==> config.mk <==
export PLATFORM = sky130hd
export DESIGN_NAME = turn_sequencer
export DESIGN_NICKNAME = d
export VERILOG_FILES = /design/src/rtl/turn_sequencer.sv
export SDC_FILE = /design/constraint.sdc
export NUM_CORES = 1
export LEC_CHECK = 0
export ABC_AREA = 1
export BUFFER_PORTS_ARGS = -buffer_cell sky130_fd_sc_hd__buf_2
export CORE_ASPECT_RATIO = 0.6
export CORE_MARGIN = 10
export CORE_UTILIZATION = 55
export CTS_CLUSTER_DIAMETER = 150
export DETAILED_ROUTE_END_ITERATION = 8
export PLACE_DENSITY = 0.78
export SYNTH_ARGS = -nofsm -noshare
export SYNTH_HDL_FRONTEND = slang
export SYNTH_SLANG_ARGS = --single-unit
==> constraint.sdc <==
create_clock -name i_clk -period 6.02 [get_ports i_clk]
set_clock_uncertainty 0.15 [all_clocks]
set_input_delay 0.903 -clock i_clk [delete_from_list [all_inputs] [get_ports i_clk]]
set_output_delay 0.903 -clock i_clk [all_outputs]
set_load 0.1 [all_outputs]
==> src/rtl/turn_sequencer.sv <==
// Per-hand player turn controller: requests cards, tracks the soft-ace total, runs HIT/STAND.
// Optional idle auto-stand is built only when TURN_TIMEOUT_EN is defined.
`ifndef gameCommand
`define gameCommand logic [1:0]
`endif
`ifndef COMMAND_NONE
`define COMMAND_NONE 2'd0
`endif
`ifndef COMMAND_HIT
`define COMMAND_HIT 2'd1
`endif
`ifndef COMMAND_STAND
`define COMMAND_STAND 2'd2
`endif

module turn_sequencer #(
  parameter int unsigned MAX_CARDS      = 5,
  parameter int unsigned TIMEOUT_CYCLES = 500_000_000
) (
  input  logic        i_clk,
  input  logic        i_reset,
  input  logic        i_start,
  input  logic        i_ready,
  input  `gameCommand i_command,
  input  logic        i_cardValid,
  input  logic [3:0]  i_cardRank,
  output logic        o_turnIndicator,
  output logic        o_cardRequest,
  output logic [4:0]  o_playerTotal,
  output logic [2:0]  o_cardCount,
  output logic        o_bust,
  output logic        o_blackjack,
  output logic        o_turnDone,
  output logic        o_timedOut
);

  typedef enum logic [2:0] {
    IDLE, DEAL, EVAL, WAIT_CMD, HIT_REQ, WAIT_RELEASE, DONE
  } state_t;

  state_t      state, next_state;
  logic [2:0]  soft_aces;
  logic        from_hit;

  logic        is_ace, valid_rank, accept, clear_hand;
  logic [4:0]  card_value, adj_sum;
  logic [5:0]  raw_sum;
  logic [2:0]  soft_sum, adj_soft;
  logic        set_bust, set_blackjack, timeout_fire;

`ifdef TURN_TIMEOUT_EN
  logic [31:0] idle_cnt;
`else
  localparam int unsigned unused_timeout_cycles = TIMEOUT_CYCLES;
  assign o_timedOut = 1'b0;
`endif

  always_comb begin
    is_ace     = (i_cardRank == 4'd1);
    valid_rank = (i_cardRank != 4'd0) && (i_cardRank <= 4'd13);
    if (is_ace)                  card_value = 5'd11;
    else if (i_cardRank >= 4'd11) card_value = 5'd10;
    else                         card_value = {1'b0, i_cardRank};

    soft_sum = soft_aces + 3'(is_ace);
    raw_sum  = {1'b0, o_playerTotal} + {1'b0, card_value};
    // At most one ace demotion per card; that keeps the total within 30.
    if ((raw_sum > 6'd21) && (soft_sum != 3'd0)) begin
      adj_sum  = 5'(raw_sum - 6'd10);
      adj_soft = soft_sum - 3'd1;
    end else begin
      adj_sum  = raw_sum[4:0];
      adj_soft = soft_sum;
    end

    accept        = ((state == DEAL) || (state == HIT_REQ)) && i_cardValid && valid_rank;
    clear_hand    = (state == IDLE) || ((state == DONE) && i_start);
    set_bust      = 1'b0;
    set_blackjack = 1'b0;
    timeout_fire  = 1'b0;
    next_state    = state;

    unique case (state)
      IDLE:    if (i_start) next_state = DEAL;
      DEAL, HIT_REQ:
        if (accept) next_state = EVAL;
      EVAL: begin
        if (o_cardCount < 3'd2) begin
          next_state = DEAL;
        end else if ((o_cardCount == 3'd2) && (o_playerTotal == 5'd21)) begin
          next_state    = DONE;
          set_blackjack = 1'b1;
        end else if (o_playerTotal > 5'd21) begin
          next_state = DONE;
          set_bust   = 1'b1;
        end else if ((o_playerTotal == 5'd21) || (o_cardCount == 3'(MAX_CARDS))) begin
          next_state = DONE;
        end else begin
          next_state = from_hit ? WAIT_RELEASE : WAIT_CMD;
        end
      end
      WAIT_CMD: begin
        if (i_ready && (i_command == `COMMAND_STAND))    next_state = DONE;
        else if (i_ready && (i_command == `COMMAND_HIT)) next_state = HIT_REQ;
`ifdef TURN_TIMEOUT_EN
        else if (idle_cnt == 32'(TIMEOUT_CYCLES - 1)) begin
          next_state   = DONE;
          timeout_fire = 1'b1;
        end
`endif
      end
      WAIT_RELEASE: if (!i_ready) next_state = WAIT_CMD;
      DONE:         if (i_start) next_state = DEAL;
      default:      next_state = IDLE;
    endcase
  end

  always_ff @(posedge i_clk) begin
    if (i_reset) begin
      state           <= IDLE;
      o_cardRequest   <= 1'b0;
      o_turnIndicator <= 1'b0;
      o_turnDone      <= 1'b0;
      o_playerTotal   <= '0;
      o_cardCount     <= '0;
      soft_aces       <= '0;
      from_hit        <= 1'b0;
      o_bust          <= 1'b0;
      o_blackjack     <= 1'b0;
`ifdef TURN_TIMEOUT_EN
      o_timedOut      <= 1'b0;
      idle_cnt        <= '0;
`endif
    end else begin
      state           <= next_state;
      o_cardRequest   <= (next_state == DEAL) || (next_state == HIT_REQ);
      o_turnIndicator <= (next_state == WAIT_CMD) || (next_state == WAIT_RELEASE);
      o_turnDone      <= (next_state == DONE);

      if (clear_hand) begin
        o_playerTotal <= '0;
        o_cardCount   <= '0;
        soft_aces     <= '0;
        from_hit      <= 1'b0;
        o_bust        <= 1'b0;
        o_blackjack   <= 1'b0;
`ifdef TURN_TIMEOUT_EN
        o_timedOut    <= 1'b0;
`endif
      end else begin
        if (accept) begin
          o_playerTotal <= adj_sum;
          soft_aces     <= adj_soft;
          o_cardCount   <= o_cardCount + 3'd1;
          from_hit      <= (state == HIT_REQ);
        end
        if (set_bust)      o_bust      <= 1'b1;
        if (set_blackjack) o_blackjack <= 1'b1;
`ifdef TURN_TIMEOUT_EN
        if (timeout_fire)  o_timedOut  <= 1'b1;
`endif
      end

`ifdef TURN_TIMEOUT_EN
      if ((next_state == WAIT_CMD) && (state != WAIT_CMD)) idle_cnt <= '0;
      else if (state == WAIT_CMD)                          idle_cnt <= idle_cnt + 32'd1;
`endif
    end
  end

endmodule
==> metrics.md, run 1 <==
| Metric | Value |
|---|---|
| Critical path launch point type | `input pin` |
| Worst path arrival time | `approximately 2.9 ns` |
| Maximum buffer depth of the clock tree | `2` |
| Post-synthesis cell count | `~230` |
| Number of global-route vias before repair | `1240` |
| H-Tree Depth | `1` |
| Multiplexer share of the synthesized area | `0` |
| R2R setup slack | `3.77 ns` |
| Starting Density | `0.582` |
| FF-to-FF End | `o_playerTotal[4]` |
| Post-synth top area share | `0.273` |
| Placed instance count | `between 200 and 300` |
| Clock Power Share | `0.275` |
| Hold Crit Start | `o_blackjack` |
| Clock Tree Root | `clkbuf_8` |
| Clock transition at path regs | `0.07 ns` |
| Final Max Slew Viols | `0` |
| Routed length per instance | `11.7 µm` |
| Synthesized flop and latch total | `20` |
| XOR/XNOR Fraction of Synth Area | `0.0119` |
| Simple-gate portion of the synthesized area | `0.367` |
| Status | `completed` |
| Critical path fanouts, max | `8` |
| Reg2reg path depth | `13` |
| Sink Count | `20` |
| DIE WIDTH | `between 80 and 90 µm` |
| Max Clock Freq | `0.348 GHz` |
| VDD IR-drop max | `about 170 µV` |
| Vias/cell | `roughly 5.2` |
| Cell row count | `14` |
| Critical path class | `input pin to register` |
| Vias | `1464` |
| Worst-Skew Late Latency | `0.26 ns` |
| Compound-Gate Fraction of Synth Area | `0.120` |
| Largest net degree at the start of global routing | `19` |
| P_leak | `0.885 nW` |
| CTS buffer count | `3` |
| Adder-Cell Fraction of Synth Area | `0.116` |
| Post-CTS Resized | `0` |
| Post-synthesis cell area | `0.00147 mm²` |
| Global router's overall resource usage | `0.133` |
| Power density over the cells | `218 mW/mm²` |
| First-pass GRT wire length | `~5700 µm` |
| Final Hold Vio Count | `0` |
| Logic gate share of total power | `0.323` |
| Setup TNS | `0 ns` |
| Antenna violations before repair | `0` |
| Ys Warns | `0` |
| TritonRoute pass-1 iters | `4` |
| 1st-iter DRT viols | `124` |
| Std-Cell Core Area | `0.00252 mm²` |
| Sequential share of the synthesized area | `0.273` |
| ANT cells | `0` |
| RePlAce Congestion | `0.816` |
| Internal power | `0.000229 W` |
| Tmin final | `2.87 ns` |
| Nets | `approximately 280` |
| Worst EP required | `between 6 and 7 ns` |
| Die Area | `0.00521 mm²` |
| Share of cells above drive strength 1 | `0.179` |
| CTS tree | `done` |
| Synth unique cells | `32` |
| Critical Path End Type | `register` |
| RR Startpoint | `o_playerTotal[0]` |
| WHS Endpoint | `o_blackjack` |
| Layout area overhead | `13.5%` |
| Die Y | `between 60 and 70 µm` |
| Largest family of logic cells by synthesized area | `simple AND/OR/NAND/NOR gates` |
| Type of the worst min-delay path | `register to register` |
| Yosys top cell by area | `dfxtp_1` |
| Seq pwr share | `0.402` |
| Setup violations, final | `0` |
| Cts-stage hold buffer count | `0` |
| DPL Wire Length | `2670 µm` |
| Post-DRT Antenna Nets | `0` |
| Synth top area cells | `dfxtp_1, nand2_1, ha_1, nand3_1, inv_1` |
| Final Instance Count excl. Fillers | `between 200 and 300` |
| Drt drc | `0` |
| RSZ-0062 raised after global routing | `false` |
| Placed inst area | `roughly 0.0016 mm²` |
| Hold depth | `2` |
| Post-synth net total | `251` |
| Routed WL | `3320 µm` |
| Avg Cell Area, Syn | `6.47 µm²` |
| Finished Cell Area | `around 0.0017 mm²` |
| Post-CTS Setup Inserts | `0` |
| Max Cap Viol | `0` |
| Fin crit share | `0.477` |
| Remaining Overflow, GRT | `0` |
| Switching power | `0.000135 W` |
| Boundary pin count | `25` |
| Sw Share | `0.371` |
| Port buffer count | `23` |
routing by layer:
metal | vias up | track usage | part of all wire
met2 | 45 | 0.177 | 0.37
met3 | 6 | 0.0461 | 0.085
met5 | - | 0 | 0
met4 | 0 | 0.0322 | 0.010
met1 | 635 | 0.195 | 0.54
li1 | 778 | - | -
state kept, by name (all words and copies together) (netlist names):
name             cells
o_playerTotal        5
o_turnIndicator      1
o_blackjack          1
from_hit             1
o_turnDone           1
o_cardRequest        1
o_bust               1
o_cardCount          3
state                3
soft_aces            3
layout make-up:
type,instances,area [µm²]
multi-input cells,166,907
repair buffers,23,115
well taps,32,40.0
clock buffers,4,55.1
flip-flops and latches,20,400
fillers,237,856
inverters,39,149
metrics by stage:
step	power, W	setup WS (ns)	hold slack [ns]	utilization
final	0.000364	3.15	0.310	0.661
after floorplan	0.000243	3.20	0.349	-
after global routing	0.000387	2.96	0.328	0.661
after CTS	0.000365	3.16	0.319	0.661
after global placement	0.000265	2.88	0.299	0.639
after detailed placement	0.000265	2.90	0.301	0.639
Yosys cell counts:
master	count
xor2_1	2
nor3_2	1
nand2_4	1
inv_4	1
or2_2	1
nand4_1	1
and3_1	1
nand3_2	1
o21ai_1	7
fa_1	1
dfxtp_1	20
nor3_1	3
nor2_1	27
a31oi_1	1
inv_2	5
nand2_1	48
buf_4	1
inv_1	33
nand3b_1	1
ha_1	12
or2_1	1
o211ai_1	2
nor2_2	2
nand3_4	1
buf_2	1
o21ai_0	8
nand3_1	26
conb_1	1
nand2_2	3
a21oi_2	2
a21oi_1	11
o21bai_1	1
kinds of logic after synthesis:
family,Yosys count
DFF,20
AOI/OAI and AO/OA,32
and+or+nand+nor,118
other,1
xor gates and xnor gates,2
adders and majority gates,13
buffers and inverters,41
cell usage in the layout, fill, tap and decap left out, types with 4 or more instances in the layout:
| cell type | count |
|---|---|
| nand2_1 | 48 |
| inv_1 | 33 |
| nor2_1 | 27 |
| nand3_1 | 26 |
| buf_2 | 23 |
| dfxtp_1 | 20 |
| ha_1 | 12 |
| a21oi_1 | 11 |
| o21ai_0 | 8 |
| o21ai_1 | 7 |
| inv_2 | 5 |
| clkbuf_8 | 4 |
how the worst max path moves through the flow:
stage	start	slack (ns)	to
finish	i_cardRank[3]	3.15	o_playerTotal[4]
global placement	i_cardRank[3]	2.88	o_playerTotal[4]
floorplan	i_cardRank[2]	3.20	soft_aces[2]
global route	i_cardRank[3]	2.96	soft_aces[1]
CTS	i_cardRank[3]	3.16	o_playerTotal[4]
detailed placement	i_cardRank[3]	2.90	o_playerTotal[4]
power groups by stage:
stage / clock network (W) / registers [W] / logic (W)
after CTS: 0.000102 / 0.000146 / 0.000117
final: 0.000100 / 0.000146 / 0.000117
after global placement: 0 / 0.000149 / 0.000116
after global routing: 0.000108 / 0.000147 / 0.000131
after floorplan: 0 / 0.000176 / 0.0000665
after detailed placement: 0 / 0.000149 / 0.000116
worst max-delay path: stages:
cell and delay (ns):
buf_2 0.12, nand2_1 0.08, and3_1 0.15, ha_1 0.22, fa_1 0.42, or2_1 0.26, nand3_1 0.07, nand3_1 0.08
nand2_1 0.07, nand2_2 0.10, nand2_4 0.13, inv_2 0.05, nand2_1 0.06, nand3_1 0.06, nand2_1 0.07, inv_1 0.03
No activity file was read; power rests on OpenSTA's default activity.
==> run 2, diff against run 1 <==
- CORE_UTILIZATION: 55 -> 50
- PLACE_DENSITY: 0.78 -> 0.75
- clock period: 6.02 -> 2.5 ns (I/O delays scaled with it)
==> run 2 against run 1 <==
Compared with the run above:
- clock power rose by 140%
- via count up 0.48%
- cell area rose by 3.7%
- first-iteration DRC count decreased by 15%
- sequential share of layout area down 0.64 points
- largest power group unchanged
- highest routed layer unchanged
==> metrics.md, run 2 (synthesis results as in run 1) <==
| Metric | Value |
|---|---|
| Critical Path, Cell by Cell | `buf_2, nand2_1, and3_1, ha_1, fa_1, or2_1, nand3_1, nand3_1, nand2_1, nand2_2, nand2_4, inv_2, nand2_1, nand3_1, nand2_1, inv_1 (unchanged)` |
| Critical path fanouts, max | `8 (unchanged)` |
| Top Family by Delay on Critical Path | `simple AND/OR/NAND/NOR gates (unchanged)` |
| Most frequent cells in the layout | `nand2_1, inv_1, nor2_1 (unchanged)` |
| Crit-path max cell delay | `0.41 ns (was 0.42 ns)` |
| Post-CTS Resized | `0 (unchanged)` |
| Starting Density | `0.518 (was 0.582)` |
| CTS tree | `done (unchanged)` |
| TritonRoute pass-1 iters | `4 (unchanged)` |
| P_leak | `0.917 nW (was 0.885 nW)` |
| Vias/cell | `4.90 (was 5.15)` |
| Sink Count | `20 (unchanged)` |
| Placed inst area | `0.00167 mm² (was 0.00161 mm²)` |
| Critical Path End Type | `register (unchanged)` |
| First-pass GRT wire length | `5740 µm (was 5710 µm)` |
| Nets | `283 (was 277)` |
| H-Tree Depth | `1 (unchanged)` |
| Routed length per instance | `11.5 µm (was 11.7 µm)` |
| Multi-input logic area | `907 µm² (unchanged)` |
| Clock transition at path regs | `0.07 ns (about the same)` |
| Fill count | `270 (was 237)` |
| Cts-stage hold buffer count | `0 (unchanged)` |
| Std-Cell Core Area | `0.00283 mm² (was 0.00252 mm²)` |
| Clock Tree Root | `clkbuf_8 (unchanged)` |
| Final Instance Count excl. Fillers | `300 (was 284)` |
| Remaining Overflow, GRT | `0 (unchanged)` |
| Final Hold Vio Count | `0 (unchanged)` |
| Post-CTS Setup Inserts | `0 (unchanged)` |
| Max FFs per register | `5 (unchanged)` |
| Port buffer count | `23 (unchanged)` |
| Worst EP required | `2.51 ns (was 6.03 ns)` |
| Number of global-route vias before repair | `1196 (was 1240)` |
| Antenna violations before repair | `0 (unchanged)` |
| GR Layer Usage met2 | `0.165 (was 0.177)` |
| Finished Cell Area | `0.00173 mm² (was 0.00167 mm²)` |
| Most common cell on crit path | `nand2_1 (unchanged)` |
| CP bufs+invs | `3 (unchanged)` |
| Met3 Usage GRT | `0.0312 (was 0.0461)` |
| 1st-iter DRT viols | `105 (was 124)` |
| Commonest non-fill, non-tap cell in the layout | `nand2_1 (unchanged)` |
| CTS buffer count | `3 (unchanged)` |
| Cell row count | `15 (was 14)` |
| Placed instance count | `296 (was 280)` |
| Global router's overall resource usage | `0.125 (was 0.133)` |
| Power density over the cells | `514 mW/mm² (was 218 mW/mm²)` |
| RSZ-0062 raised after global routing | `false (unchanged)` |
| Max Cap Viol | `0 (unchanged)` |
| Fin crit share | `0.936` |
| Max Clock Freq | `0.427 GHz` |
| Met1 usage in global routing | `0.190 (was 0.195)` |
| Final core utilization | `0.610 (was 0.661)` |
| FF/Latch Area | `404 µm² (was 400 µm²)` |
| Post-DRT Antenna Nets | `0 (unchanged)` |
| Setup violations, final | `0 (unchanged)` |
| Critical path launch point type | `input pin (unchanged)` |
| Boundary pin count | `25 (unchanged)` |
| Worst-Skew Late Latency | `0.26 ns (about the same)` |
| Tmin final | `2.34 ns` |
| DIE WIDTH | `90.0 µm (was 86.7 µm)` |
| Drt drc | `0 (unchanged)` |
| Layout area overhead | `17.6% (was 13.5%)` |
| Critical path class | `input pin to register (unchanged)` |
| Largest net degree at the start of global routing | `19 (unchanged)` |
| Biggest register | `o_playerTotal (unchanged)` |
| Gr busiest metal | `met1 (unchanged)` |
| Final Max Slew Viols | `0 (unchanged)` |
| Status | `completed (unchanged)` |
| Worst path slowest cell | `fa_1 (unchanged)` |
| Maximum buffer depth of the clock tree | `2 (unchanged)` |
| Vias | `1471 (was 1464)` |
| ANT cells | `0 (unchanged)` |
| VDD IR-drop max | `371 µV (was 165 µV)` |
| Routed WL | `3460 µm (was 3320 µm)` |
| Share of cells above drive strength 1 | `0.209 (was 0.179)` |
| DPL Wire Length | `2830 µm (was 2670 µm)` |
| Worst path arrival time | `2.34 ns (was 2.88 ns)` |
| RePlAce Congestion | `0.803 (was 0.816)` |
| Type of the worst min-delay path | `input pin to register (was register to register)` |
| Die Y | `62.0 µm (was 60.0 µm)` |
| Die Area | `0.00558 mm² (was 0.00521 mm²)` |
==> run 2: final timing paths <==
| path | startpoint | to | slack [ns] | depth (start not counted) |
|---|---|---|---|---|
| max reg2reg | o_playerTotal[0] | o_playerTotal[4] | 0.26 | 13 |
| min | i_reset | o_turnIndicator | 0.21 | 2 |
| min reg2reg | o_blackjack | o_blackjack | 0.32 | 2 |
| max | i_cardRank[3] | o_playerTotal[4] | 0.16 | 16 |
==> run 2: metal layers <==
layer	wire length [µm]	vias up
li1	-	792
met1	2010	633
met2	1230	44
met3	206	2
met4	18	0
met5	0	-
==> run 2: final cells by class <==
cell class,count,share of cell area
clock buffers,4,0.0319
repair buffers,29,0.0927
inverters,39,0.0862
multi-input cells,166,0.525
well taps,42,0.0304
flip-flops and latches,20,0.234
==> run 2: through the flow <==
stage	setup TNS (ns)	power [W]	hold WS, ns	setup slack (ns)
6_report	0	0.000888	0.212	0.160
4_1_cts	0	0.000889	0.204	0.169
3_5_place_dp	-0.187	0.000651	0.305	-0.0851
3_3_place_gp	-0.0796	0.000650	0.306	-0.0607
2_1_floorplan	0	0.000585	0.294	0.000377
5_1_grt	0	0.000940	0.214	0.0125
==> run 2: where the power goes <==
group	internal, W	leakage [nW]	switching (W)
registers	0.000336	0.164	0.0000168
logic	0.0000826	0.725	0.000210
clock network	0.000140	0.0288	0.000103
total	0.000558	0.917	0.000330
==> run 2: worst reg2reg max path, cell delays in order, from the launching register on <==
cell and delay, ns:
dfxtp_2 0.34, ha_1 0.23, fa_1 0.41, or2_1 0.27
nand3_1 0.08, nand3_1 0.09, nand2_1 0.08, nand2_2 0.11
nand2_4 0.12, inv_2 0.05, nand2_1 0.05, nand3_1 0.07
nand2_1 0.07, inv_1 0.03
==> run 3, diff against run 2 <==
- ABC_AREA: 1 -> 0
- CORE_UTILIZATION: 50 -> 51
- PLACE_DENSITY: 0.75 -> default
- PLACE_DENSITY_LB_ADDON: default -> 0.05
==> run 3 against run 2 <==
Compared with the run above:
- the flow now finishes with violations (setup timing)
- synthesized area up 9.9%
- cell area increased by 24%
- worst setup slack got worse by 0.28 ns
- power shrank 1.2%
- critical endpoint is now soft_aces[2]
- largest cell class unchanged
- highest routed layer unchanged
==> metrics.md, run 3 <==
| Metric | Value |
|---|---|
| Status | `complete, but fails checks (was completed)` |
| Failing checks | `setup timing` |
| ANT cells | `0 (unchanged)` |
| P_leak | `0.899 nW (was 0.917 nW)` |
| Critical path fanouts, max | `6 (was 8)` |
| H-Tree Depth | `1 (unchanged)` |
| CTS tree | `done (unchanged)` |
| Routed length per instance | `16.6 µm (was 11.5 µm)` |
| Die Y | `63.6 µm (was 62.0 µm)` |
| Max Clock Freq | `0.381 GHz (was 0.427 GHz)` |
| Synthesized flop and latch total | `20 (unchanged)` |
| Ys Warns | `0 (unchanged)` |
| Placed instance count | `280 (was 296)` |
| Worst path slowest cell | `fa_2 (was fa_1)` |
| Std-Cell Core Area | `0.00295 mm² (was 0.00283 mm²)` |
| Post-synthesis cell count | `192 (was 227)` |
| Crit path depth | `11 (was 16)` |
| Cts-stage hold buffer count | `0 (unchanged)` |
| Vias | `1666 (was 1471)` |
| Port buffer count | `23 (unchanged)` |
| Final core utilization | `0.726 (was 0.610)` |
| Sequential share of the synthesized area | `0.248 (was 0.273)` |
| Final Instance Count excl. Fillers | `288 (was 300)` |
| Tot Pwr | `0.000878 W (was 0.000888 W)` |
| Share of cells above drive strength 1 | `0.358 (was 0.209)` |
| Post-synth top area share | `0.248 (was 0.273)` |
| Tmin final | `2.62 ns (was 2.34 ns)` |
| Die Area | `0.00589 mm² (was 0.00558 mm²)` |
| DPL Wire Length | `3750 µm (was 2830 µm)` |
| Multiplexer share of the synthesized area | `0.0248 (was 0)` |
| Clock transition at path regs | `0.08 ns (was 0.07 ns)` |
| Starting Density | `0.548 (was 0.518)` |
| Cell row count | `15 (unchanged)` |
| TritonRoute pass-1 iters | `8 (was 4)` |
| Synth top area cells | `dfxtp_1, ha_1, xnor2_1, o21ai_0, nor2_1 (was dfxtp_1, nand2_1, ha_1, nand3_1, inv_1)` |
| Final Max Slew Viols | `0 (unchanged)` |
| CP bufs+invs | `1 (was 3)` |
| Maximum buffer depth of the clock tree | `2 (unchanged)` |
| Crit-path max cell delay | `0.43 ns (was 0.41 ns)` |
| Worst path arrival time | `2.64 ns (was 2.34 ns)` |
| Setup violations, final | `7 (was 0)` |
| Type of the worst min-delay path | `input pin to register (unchanged)` |
| Antenna violations before repair | `0 (unchanged)` |
| Worst EP required | `2.52 ns (was 2.51 ns)` |
| Number of global-route vias before repair | `1536 (was 1196)` |
| Fill count | `242 (was 270)` |
| Clock Tree Root | `clkbuf_8 (unchanged)` |
| Post-synth net total | `216 (was 251)` |
| Adder-Cell Fraction of Synth Area | `0.105 (was 0.116)` |
| Sink Count | `20 (unchanged)` |
| Critical Path End Type | `register (unchanged)` |
| VDD IR-drop max | `300 µV (was 371 µV)` |
| Layout area overhead | `32.6% (was 17.6%)` |
| Vias/cell | `5.78 (was 4.90)` |
| Simple-gate portion of the synthesized area | `0.227 (was 0.367)` |
| Biggest register | `o_playerTotal (unchanged)` |
| Boundary pin count | `25 (unchanged)` |
| Most frequent cells in the layout | `buf_4, buf_2, nor2_1 (was nand2_1, inv_1, nor2_1)` |
| Max Cap Viol | `0 (unchanged)` |
| Synth unique cells | `54 (was 32)` |
| Multi-input logic area | `0.00116 mm² (was 907 µm²)` |
| Fin crit share | `1.05 (was 0.936)` |
| Critical path launch point type | `input pin (unchanged)` |
| Drt drc | `0 (unchanged)` |
| CTS buffer count | `3 (unchanged)` |
| Avg Cell Area, Syn | `8.41 µm² (was 6.47 µm²)` |
| Asr flop ratio synth | `0 (unchanged)` |
| Routed WL | `4770 µm (was 3460 µm)` |
| FF/Latch Area | `413 µm² (was 404 µm²)` |
| DP Worst Slack | `-0.474 ns (was -0.0851 ns)` |
| Critical path class | `input pin to register (unchanged)` |
| Critical Path, Cell by Cell | `buf_8, nand2b_4, nor2_1, a211o_1, fa_2, xor2_2, a221o_2, o311ai_4, a21oi_4, mux2i_1, a32o_1 (was buf_2, nand2_1, and3_1, ha_1, fa_1, or2_1, nand3_1, nand3_1, nand2_1, nand2_2, nand2_4, inv_2, nand2_1, nand3_1, nand2_1, inv_1)` |
| DIE WIDTH | `92.6 µm (was 90.0 µm)` |
| First-pass GRT wire length | `7770 µm (was 5740 µm)` |
| Largest net degree at the start of global routing | `15 (was 19)` |
| Final Hold Vio Count | `0 (unchanged)` |
| 1st-iter DRT viols | `195 (was 105)` |
| Top Family by Delay on Critical Path | `compound AO/OA/AOI/OAI gates (was simple AND/OR/NAND/NOR gates)` |
| Largest family of logic cells by synthesized area | `compound AO/OA/AOI/OAI gates (was simple AND/OR/NAND/NOR gates)` |
| Commonest non-fill, non-tap cell in the layout | `buf_4 (was nand2_1)` |
| RePlAce Congestion | `1.03 (was 0.803)` |
| Compound-Gate Fraction of Synth Area | `0.247 (was 0.120)` |
| Post-synth top cells | `dfxtp_1, nor2_1, o21ai_0 (was nand2_1, inv_1, nor2_1)` |
| Main synth FF type | `dfxtp_1 (unchanged)` |
| Post-synthesis cell area | `0.00161 mm² (was 0.00147 mm²)` |
| Hold depth | `2 (unchanged)` |
| Remaining Overflow, GRT | `0 (unchanged)` |
| Post-DRT Antenna Nets | `0 (unchanged)` |
| XOR/XNOR Fraction of Synth Area | `0.0814 (was 0.0119)` |
| Max FFs per register | `5 (unchanged)` |
| Post-synth EDFFs | `0 (unchanged)` |
| Power density over the cells | `410 mW/mm² (was 514 mW/mm²)` |
| Worst-Skew Late Latency | `0.27 ns (was 0.26 ns)` |
| Reg2reg path depth | `8 (was 13)` |
| Yosys top cell by area | `dfxtp_1 (unchanged)` |
| Most frequent cell after synthesis | `dfxtp_1 (was nand2_1)` |
| RSZ-0062 raised after global routing | `true (was false)` |
| Final worst setup slack | `-0.122 ns (was 0.160 ns)` |
| Nets | `271 (was 283)` |
| Global router's overall resource usage | `0.161 (was 0.125)` |
## run 3: layout make-up
class	count	area share
clock buffers	4	0.0310
inverters	12	0.0211
multi-input cells	151	0.543
well taps	42	0.0246
repair buffers	59	0.187
flip-flops and latches	20	0.193
## run 3: layer usage
metal	global-route usage	up-vias	routed length (µm)	part of all wire
met1	0.231	773	2350	0.49
li1	-	801	-	-
met5	0	-	0	0
met4	0.0287	0	33	0.0069
met3	0.0437	8	417	0.087
met2	0.232	84	1970	0.41
## run 3: worst reg2reg max path, cell delays in order, from the launching register on
cell      delay [ns]
dfxtp_4         0.36
ha_4            0.16
fa_2            0.39
xor2_2          0.17
a221o_2         0.38
o311ai_4        0.29
a21oi_4         0.15
mux2i_1         0.15
a32o_1          0.21
## run 3: kinds of logic after synthesis
kind of cell,after synthesis
other,1
AND/OR/NAND/NOR,67
multiplexers,4
adder cells (fa/ha/maj),13
XOR/XNOR,15
flip-flops,20
buffers and inverters,21
AO/OA/AOI/OAI,51
## run 3: worst paths after layout
check / startpoint / endpoint / slack, ns
setup / recovery: i_cardRank[3] / soft_aces[2] / -0.12
hold reg to reg: o_blackjack / o_blackjack / 0.32
setup reg to reg: o_playerTotal[0] / soft_aces[2] / 0
hold / removal: i_reset / state[1] / 0.21
## run 3: timing repair
| item | CTS | global route |
|---|---|---|
| gates cloned | 0 | 0 |
| setup buffers | 3 | 1 |
| pin swaps | 5 | 3 |
| gates resized for setup | 6 | 6 |
| endpoints found under the setup margin | 7 | 7 |
## run 3: report_power, final
part	switching, W	total, W	internal [W]
combinational	0.000150	0.000248	0.0000983
sequential	0.0000129	0.000338	0.000325
clock	0.000118	0.000291	0.000174
## run 3: stage by stage
step,hold WS (ns),setup TNS (ns),instance area (µm²)
after global routing,0.213,-1.24,2140
after detailed placement,0.306,-3.02,2010
after global placement,0.303,-2.47,2010
after CTS,0.199,-0.457,2120
after floorplan,0.297,-0.997,1660
final,0.210,-0.595,2140
